File: src/rtl/choice_pkg.sv
// Shared definitions for the K-of-N monitor: check modes, FSM states and
// the popcount result width helper.
package choice_pkg;

   localparam logic [1:0] MODE_EXACT   = 2'b00;
   localparam logic [1:0] MODE_ATMOST  = 2'b01;
   localparam logic [1:0] MODE_ATLEAST = 2'b10;

   typedef enum logic [1:0] {
      ST_IDLE  = 2'd0,
      ST_RUN   = 2'd1,
      ST_FAULT = 2'd2
   } state_t;

   // Bits needed to hold a count of 0..n set bits.
   function automatic int pop_w(input int n);
      return $clog2(n + 1);
   endfunction

endpackage

File: src/rtl/choice_popcount.sv
// Combinational popcount of an N-bit vector.
module choice_popcount
   import choice_pkg::*;
#(
   parameter int N = 5
) (
   input  logic [N-1:0]          i_x,
   output logic [pop_w(N)-1:0]   o_pop
);

   localparam int PW = pop_w(N);

   always_comb begin
      o_pop = '0;
      for (int i = 0; i < N; i++) begin
         o_pop = o_pop + PW'(i_x[i]);
      end
   end

endmodule

File: src/rtl/choice_k_of_n_monitor.sv
// Streaming K-of-N set-bit checker with registered result, sticky fault FSM and
// saturating violation counter. Define CHOICE_CAPTURE_EN to add first-violation capture.
//
//  state    | meaning
//  ST_IDLE  | no beat seen since reset/clr
//  ST_RUN   | passing beats seen, no violation yet
//  ST_FAULT | at least one violation; left only by clr
module choice_k_of_n_monitor
   import choice_pkg::*;
#(
   parameter int N     = 5,
   parameter int K     = 1,
   parameter int CNT_W = 8
) (
   input  logic                  clk,
   input  logic                  rst,
   input  logic                  in_valid,
   input  logic [N-1:0]          x,
   input  logic [1:0]            mode,
   input  logic                  clr,
   output logic                  y_valid,
   output logic                  y,
   output logic [pop_w(N)-1:0]   pop,
   output logic                  fault,
   output logic [CNT_W-1:0]      viol_cnt
`ifdef CHOICE_CAPTURE_EN
   ,
   output logic [N-1:0]          cap_vec,
   output logic                  cap_valid
`endif
);

   localparam int              PW      = pop_w(N);
   localparam logic [PW-1:0]   LP_K    = PW'(K);
   localparam logic [CNT_W-1:0] CNT_MAX = '1;

   logic [PW-1:0]    w_pop;
   logic             w_pass;
   logic             w_viol;
   state_t           r_state;
   state_t           w_state_nxt;
   logic             r_y_valid;
   logic             r_y;
   logic [PW-1:0]    r_pop;
   logic [CNT_W-1:0] r_viol_cnt;

   choice_popcount #(.N(N)) u_popcount (
      .i_x   (x),
      .o_pop (w_pop)
   );

   // Reserved mode 11 falls through to the exact-K check.
   always_comb begin
      w_pass = (w_pop == LP_K);
      case (mode)
         MODE_ATMOST:  w_pass = (w_pop <= LP_K);
         MODE_ATLEAST: w_pass = (w_pop >= LP_K);
         default:      w_pass = (w_pop == LP_K);
      endcase
   end

   assign w_viol = in_valid & ~w_pass;

   always_ff @(posedge clk or posedge rst) begin
      if (rst) r_state <= ST_IDLE;
      else     r_state <= w_state_nxt;
   end

   always_comb begin
      w_state_nxt = r_state;
      if (clr)
         w_state_nxt = ST_IDLE;
      else if (w_viol)
         w_state_nxt = ST_FAULT;
      else if (in_valid && r_state == ST_IDLE)
         w_state_nxt = ST_RUN;
   end

   always_ff @(posedge clk or posedge rst) begin
      if (rst) begin
         r_y_valid  <= 1'b0;
         r_y        <= 1'b0;
         r_pop      <= '0;
         r_viol_cnt <= '0;
      end else begin
         r_y_valid <= in_valid;
         if (in_valid) begin
            r_y   <= w_pass;
            r_pop <= w_pop;
         end
         if (clr)
            r_viol_cnt <= '0;
         else if (w_viol && r_viol_cnt != CNT_MAX)
            r_viol_cnt <= r_viol_cnt + 1'b1;
      end
   end

   assign y_valid  = r_y_valid;
   assign y        = r_y;
   assign pop      = r_pop;
   assign fault    = (r_state == ST_FAULT);
   assign viol_cnt = r_viol_cnt;

`ifdef CHOICE_CAPTURE_EN
   logic [N-1:0] r_cap_vec;
   logic         r_cap_valid;

   always_ff @(posedge clk or posedge rst) begin
      if (rst) begin
         r_cap_vec   <= '0;
         r_cap_valid <= 1'b0;
      end else if (clr) begin
         r_cap_vec   <= '0;
         r_cap_valid <= 1'b0;
      end else if (w_viol && !r_cap_valid) begin
         r_cap_vec   <= x;
         r_cap_valid <= 1'b1;
      end
   end

   assign cap_vec   = r_cap_vec;
   assign cap_valid = r_cap_valid;
`endif

endmodule

File: config.mk
export PLATFORM = sky130hd
export DESIGN_NAME = choice_k_of_n_monitor
export DESIGN_NICKNAME = d
export VERILOG_FILES = /design/src/rtl/choice_pkg.sv /design/src/rtl/choice_popcount.sv /design/src/rtl/choice_k_of_n_monitor.sv
export SDC_FILE = /design/constraint.sdc
export NUM_CORES = 1
export LEC_CHECK = 0
export CAP_MARGIN = 10
export CORE_MARGIN = 1
export CORE_UTILIZATION = 31
export CTS_CLUSTER_DIAMETER = 120
export DETAILED_ROUTE_END_ITERATION = 10
export PLACE_DENSITY_LB_ADDON = 0.08
export SETUP_SLACK_MARGIN = 0.3
export SYNTH_ARGS = -nofsm -noshare
export SYNTH_HDL_FRONTEND = slang
export SYNTH_HIERARCHICAL = 1
export SYNTH_SLANG_ARGS = --single-unit
File: constraint.sdc
create_clock -name clk -period 2.3 [get_ports clk]
set_clock_uncertainty 0.05 [all_clocks]
set_input_delay 0.575 -clock clk [delete_from_list [all_inputs] [get_ports clk]]
set_output_delay 0.575 -clock clk [all_outputs]
set_load 0.005 [all_outputs]
==> impl_metrics.ini, run 1 <==
[synth]
synth_top_cell_by_area = dfrtp_1
syn_area_um2 = 872
synthTopCellsByArea = dfrtp_1 43%, ha_1 5.7%, mux2_2 5.2%, fa_1 4.6%, a21oi_1 4.0%
synth_top_area_share_pct = 43.0
synthDistinctLibCells = 33
ys_seq_elements = 15
synth_top_family_by_area = compound AO/OA/AOI/OAI gates
synth_commonest_cells = 15 x dfrtp_1, 9 x inv_1, 7 x a21oi_1, 7 x nor2_1
syn-num-nets = 102
synth_compound_area_share_pct = 17.4
synth-xor-area-share_pct = 0
syn_area_per_cell_um2 = 10.3
async_flop_share_pct = 100
synth_edf_count = 0
yosys.area_share.adder_pct = 10.3
synth-simple-area-share_pct = 17.4
ys.flop_type = dfrtp_1
muxShareOfSynthArea_pct = 5.16
synth.most_common_cell = dfrtp_1
ys_seq_area_share_pct = 43.0
yosys_warnings = 6
synthCells = 85

[floorplanning]
pin_count = 25
initial_core_util_pct = 34.0
chipHeight_um = 55.0
std_cell_rows = 18
die_x_um = 55.0
core_mm2 = 0.00257
dieArea_mm2 = 0.00303

[worst_setup_path]
cp.required_ps = 2480
slowest_stage = fa_1
max_stage_delay_ps = 540
crit_fanout = 4
worstSetupStartpointType = input pin
r2r_end = viol_cnt[1]$_DFFE_PP0P_
critPathTopFamily = adder cells
crit_path_end_kind = register
reg2reg_from = viol_cnt[0]$_DFFE_PP0P_
path_class = input pin to register
arrival_ps = 2990
critPathBufInv = 4
r2r_slack_ps = 440
rr_worst_depth = 9
worstPathCellList = buf_6 > inv_2 > fa_1 > inv_2 > fa_2 > ha_4 > o31ai_4 > buf_6 > a21oi_4 > or3b_2 > a21oi_2

[routing]
wl_per_cell_um = 14.3
dr_wl_met3_um = 98
highest_layer = met4
vias = 803
drc_errors = 0
first_iter_violations = 5
vias_per_cell = 5.05
dr.pass1.iters = 5
wirelength_mm = 2.27
dr_wl_met2_mm = 1.14
drt-met1-wl_mm = 1.02
ant_nets = 0

[clock_tree]
cts_made_buffers = 3
cts_tree = done
cts.htree.levels = 1
cts-root-buf = clkbuf_4
postCtsHoldBufs = 0
clock_latency_ps = 290
cts_buffer_depth = 2
cts_sinks = 15
path_clk_slew_ps = 110

[global_route]
gr-usage-all-layers_pct = 17.2
overflow = 0
grt_pass1_wl_mm = 3.64
grt_pass1_vias = 836
antenna_found_initial = 0
grt_max_degree = 16

[cells_and_area]
nNetsFinal = 147
synthToLayoutAreaGrowth_pct = 66.9
diodes = 0
fin_util_pct = 56.7
fillers = 235
layout-drive-gt1-share_pct = 41.9

[place]
portBuffers = 24
dp_slack_ps = -1350
hpwlAfterDp_mm = 1.45
gp_congestion = 0.762

[min_path]
min_delay_path_depth = 1
min_from = pop[0]$_DFFE_PP0P_
holdPathEnd = pop[0]$_DFFE_PP0P_
hp-class = register to register

[timing]
setup_viol = 11
drv_slew = 0
post-route-period-util_pct = 122
hold_slack_ps = 472
finalWorstSetupSlack_ps = -510
worst_slew_pin_slew_ps = 582
rsz0062_at_grt = true
layout_min_cycle_time_ps = 2810
hold_violations = 0
max_freq_mhz = 356
slew_headroom_pct = 61.2

[pwr]
ir_worst_vdd_mv = 0.394
static-leakage-power_nw = 0.613
power.density_mw_per_mm2 = 511

[outcome]
outcome = finished with violations
violations = setup timing

[flow_run]
drv_cap = 0
-- cell usage in the layout (no fill, tap or decap), drive strengths merged, types with 3 or more instances in the layout --
| cell type | instances |
|---|---|
| ha | 4 |
| o31ai | 4 |
| a21oi | 9 |
| or4 | 3 |
| inv | 9 |
| mux2 | 4 |
| buf | 22 |
| nand3 | 4 |
| dfrtp | 15 |
| clkbuf | 3 |
| clkdlybuf4s50 | 20 |
| nor2 | 7 |
-- worst max-delay path by stage --
stage / depth (start not counted) / slack, ps / startpoint / end
2_1_floorplan: 10 / -620 / x[0] / viol_cnt[3]$_DFFE_PP0P_
5_1_grt: 11 / -570 / x[1] / viol_cnt[1]$_DFFE_PP0P_
4_1_cts: 11 / -560 / x[0] / viol_cnt[6]$_DFFE_PP0P_
3_3_place_gp: 10 / -1340 / x[0] / viol_cnt[2]$_DFFE_PP0P_
6_report: 11 / -510 / x[1] / viol_cnt[1]$_DFFE_PP0P_
3_5_place_dp: 10 / -1350 / x[0] / viol_cnt[5]$_DFFE_PP0P_
-- metal layers --
metal  vias up  GRT usage (%)
met3         2           6.01
met2        21           29.3
met5         -              0
li1        401              -
met1       379           20.5
met4         0           4.17
-- state kept, by name, indices dropped and copies added, names as in the netlist --
name,cells
y_valid,1
r_state,2
y,1
pop,3
viol_cnt,8
-- area by class of cell --
class / instances / area [um^2] / share of cell area [%]
clock inverters: 1 / 7.51 / 0.516
clock buffers: 3 / 22.5 / 1.55
flip-flops and latches: 15 / 375 / 25.8
inverters: 9 / 41.3 / 2.84
well taps: 30 / 37.5 / 2.58
multi-input cells: 58 / 558 / 38.3
repair buffers: 43 / 413 / 28.4
-- power breakdown --
group / internal (mW) / total (mW) / leakage (nW) / switching [mW]
Combinational: 0.167 / 0.281 / 0.403 / 0.113
Clock: 0.0662 / 0.162 / 0.0139 / 0.0959
Sequential: 0.287 / 0.301 / 0.197 / 0.0144
Total: 0.520 / 0.744 / 0.613 / 0.224
-- cell families after synthesis --
family | after synthesis
simple gates | 26
buf+inv | 13
fa+ha+maj | 6
flops | 15
mux | 4
compound gates | 21
-- timing repair --
item,4_1_cts,5_1_grt
pin swaps,15,14
cloned,2,0
gates resized for setup,28,16
endpoints found under the setup margin,14,15
buffers inserted,9,1
-- through the flow --
stage	cell area [um^2]	power, mW	cells	TNS, ps
floorplan	903	0.413	85	-5460
global route	1460	0.789	159	-5380
global placement	1210	0.508	143	-15100
CTS	1370	0.729	158	-5080
detailed placement	1210	0.512	143	-15280
finish	1460	0.744	159	-4680
(Power assumes the default switching activity.)
==> run 2: changes to the inputs <==
--- a/config.mk
+++ b/config.mk
@@ -11,6 +11,7 @@
 export CTS_CLUSTER_DIAMETER = 120
 export DETAILED_ROUTE_END_ITERATION = 10
 export PLACE_DENSITY_LB_ADDON = 0.08
+export RECOVER_POWER = 50
 export SETUP_SLACK_MARGIN = 0.3
 export SYNTH_ARGS = -nofsm -noshare
 export SYNTH_HDL_FRONTEND = slang
==> run 2 against run 1 <==
Against the previous run: total power about the same; routed wire length up 0.40%; clock power about the same; clock-buffer cell count unchanged; largest cell class unchanged; combinational power about the same; register-to-register slack about the same; cell count unchanged; critical path depth unchanged; global-route usage unchanged; via count down 0.25%; final area down 0.26%; the run still ends with setup timing left; setup slack better by 2.5 ps.
==> impl_metrics.ini, run 2 (synthesized netlist as in run 1, its figures left out) <==
[flow_run]
drv_cap = 0

[cells_and_area]
synthToLayoutAreaGrowth_pct = 66.4
nNetsFinal = 147
final_cell_mix = 19 x clkdlybuf4s50_1, 15 x dfrtp_1, 11 x buf_4, 8 x buf_6
regArea_um2 = 375
fin_area_mm2 = 0.00145
fin_cells = 159
diodes = 0
layout-drive-gt1-share_pct = 41.1
mostFrequentLayoutCell = clkdlybuf4s50_1
fillers = 235
multi_input_comb_area_um2 = 558
largest_register_ffs = 8

[clock_tree]
cts.htree.levels = 1
cts-root-buf = clkbuf_4
cts_tree = done
cts_sinks = 15
path_clk_slew_ps = 110
clock_latency_ps = 300
cts_made_buffers = 3
cts_buffer_depth = 2
postCtsHoldBufs = 0

[floorplanning]
die_x_um = 55.0
initial_core_util_pct = 34.0
core_mm2 = 0.00257
dieArea_mm2 = 0.00303
pin_count = 25
std_cell_rows = 18
chipHeight_um = 55.0

[timing]
slew_headroom_pct = 61.1
rsz0062_at_grt = true
post-route-period-util_pct = 122
max_freq_mhz = 356
worst_slew_pin_slew_ps = 582
finalWorstSetupSlack_ps = -508
setup_viol = 11
hold_violations = 0
layout_min_cycle_time_ps = 2810
drv_slew = 0

[worst_setup_path]
path_class = input pin to register
crit_path_end_kind = register
crit_fanout = 4
worstSetupStartpointType = input pin
arrival_ps = 2990
cp.required_ps = 2480

[routing]
vias = 801
first_iter_violations = 5
wl_per_cell_um = 14.3
wirelength_mm = 2.28
vias_per_cell = 5.04
ant_nets = 0
drc_errors = 0
dr.pass1.iters = 5

[global_route]
antenna_found_initial = 0
overflow = 0
grt_pass1_vias = 836
gr-usage-all-layers_pct = 17.2
grt_max_degree = 16
grt_pass1_wl_mm = 3.64

[place]
placed_area_mm2 = 0.00121
gp_congestion = 0.762
portBuffers = 24
dp_slack_ps = -1350
post-place-cells = 143
hpwlAfterDp_mm = 1.45

[min_path]
hp-class = register to register

[pwr]
power.density_mw_per_mm2 = 512
static-leakage-power_nw = 0.610
ir_worst_vdd_mv = 0.395

[outcome]
violations = setup timing
outcome = finished with violations
-- run 2: report_power, final --
| part | internal, mW | switching [mW] |
|---|---|---|
| clock network | 0.0663 | 0.0969 |
| logic | 0.166 | 0.113 |
| registers | 0.287 | 0.0144 |
-- run 2: final cells by class --
type,count,area share [%]
Clock buffer,3,1.55
Timing Repair Buffer,43,28.2
Clock inverter,1,0.517
Multi-Input combinational cell,58,38.4
Tap cell,30,2.59
Inverter,9,2.84
Sequential cell,15,25.9
-- run 2: path summary, 6_finish.rpt --
path                                         start                 endpoint  slack (ps)  cells after the start
setup reg to reg           viol_cnt[0]$_DFFE_PP0P_  viol_cnt[1]$_DFFE_PP0P_         440                      9
max in group asynchronous                      rst  viol_cnt[6]$_DFFE_PP0P_        1100                      2
hold / removal                  pop[0]$_DFFE_PP0P_       pop[0]$_DFFE_PP0P_         470                      1
setup / recovery                              x[1]  viol_cnt[1]$_DFFE_PP0P_        -510                     11
hold reg to reg                 pop[0]$_DFFE_PP0P_       pop[0]$_DFFE_PP0P_         470                      1
min in group asynchronous                      rst            y$_DFFE_PP0P_         710                      2
-- run 2: repair_timing --
action,in CTS,in global routing
endpoints found under the setup margin,14,15
pin swaps,15,14
gates cloned,2,0
resized for setup,28,16
buffers inserted,9,1
-- run 2: critical path, cell delays in order --
cell     delay (ps)
buf_6            70
inv_2            30
fa_1            540
inv_2            40
fa_2            340
ha_4            240
o31ai_4         320
buf_6           160
a21oi_4          70
or3b_2          480
a21oi_2         130
-- run 2: per-stage QoR --
step           setup TNS, ps  utilization [%]  total power, mW  hold WS (ps)
2_1_floorplan          -5460                -            0.413           412
3_3_place_gp          -15100             47.3            0.508           432
3_5_place_dp          -15280             47.3            0.512           440
4_1_cts                -5080             53.5            0.729           477
5_1_grt                -5380             56.5            0.788           491
6_report               -4640             56.5            0.744           472
-- run 2: per-layer routing --
layer	GRT usage [%]	routed length, um	vias to the layer above
met2	29.3	1140	20
met5	0	0	-
met4	4.17	15	0
li1	-	-	398
met1	20.5	1020	381
met3	6.01	102	2
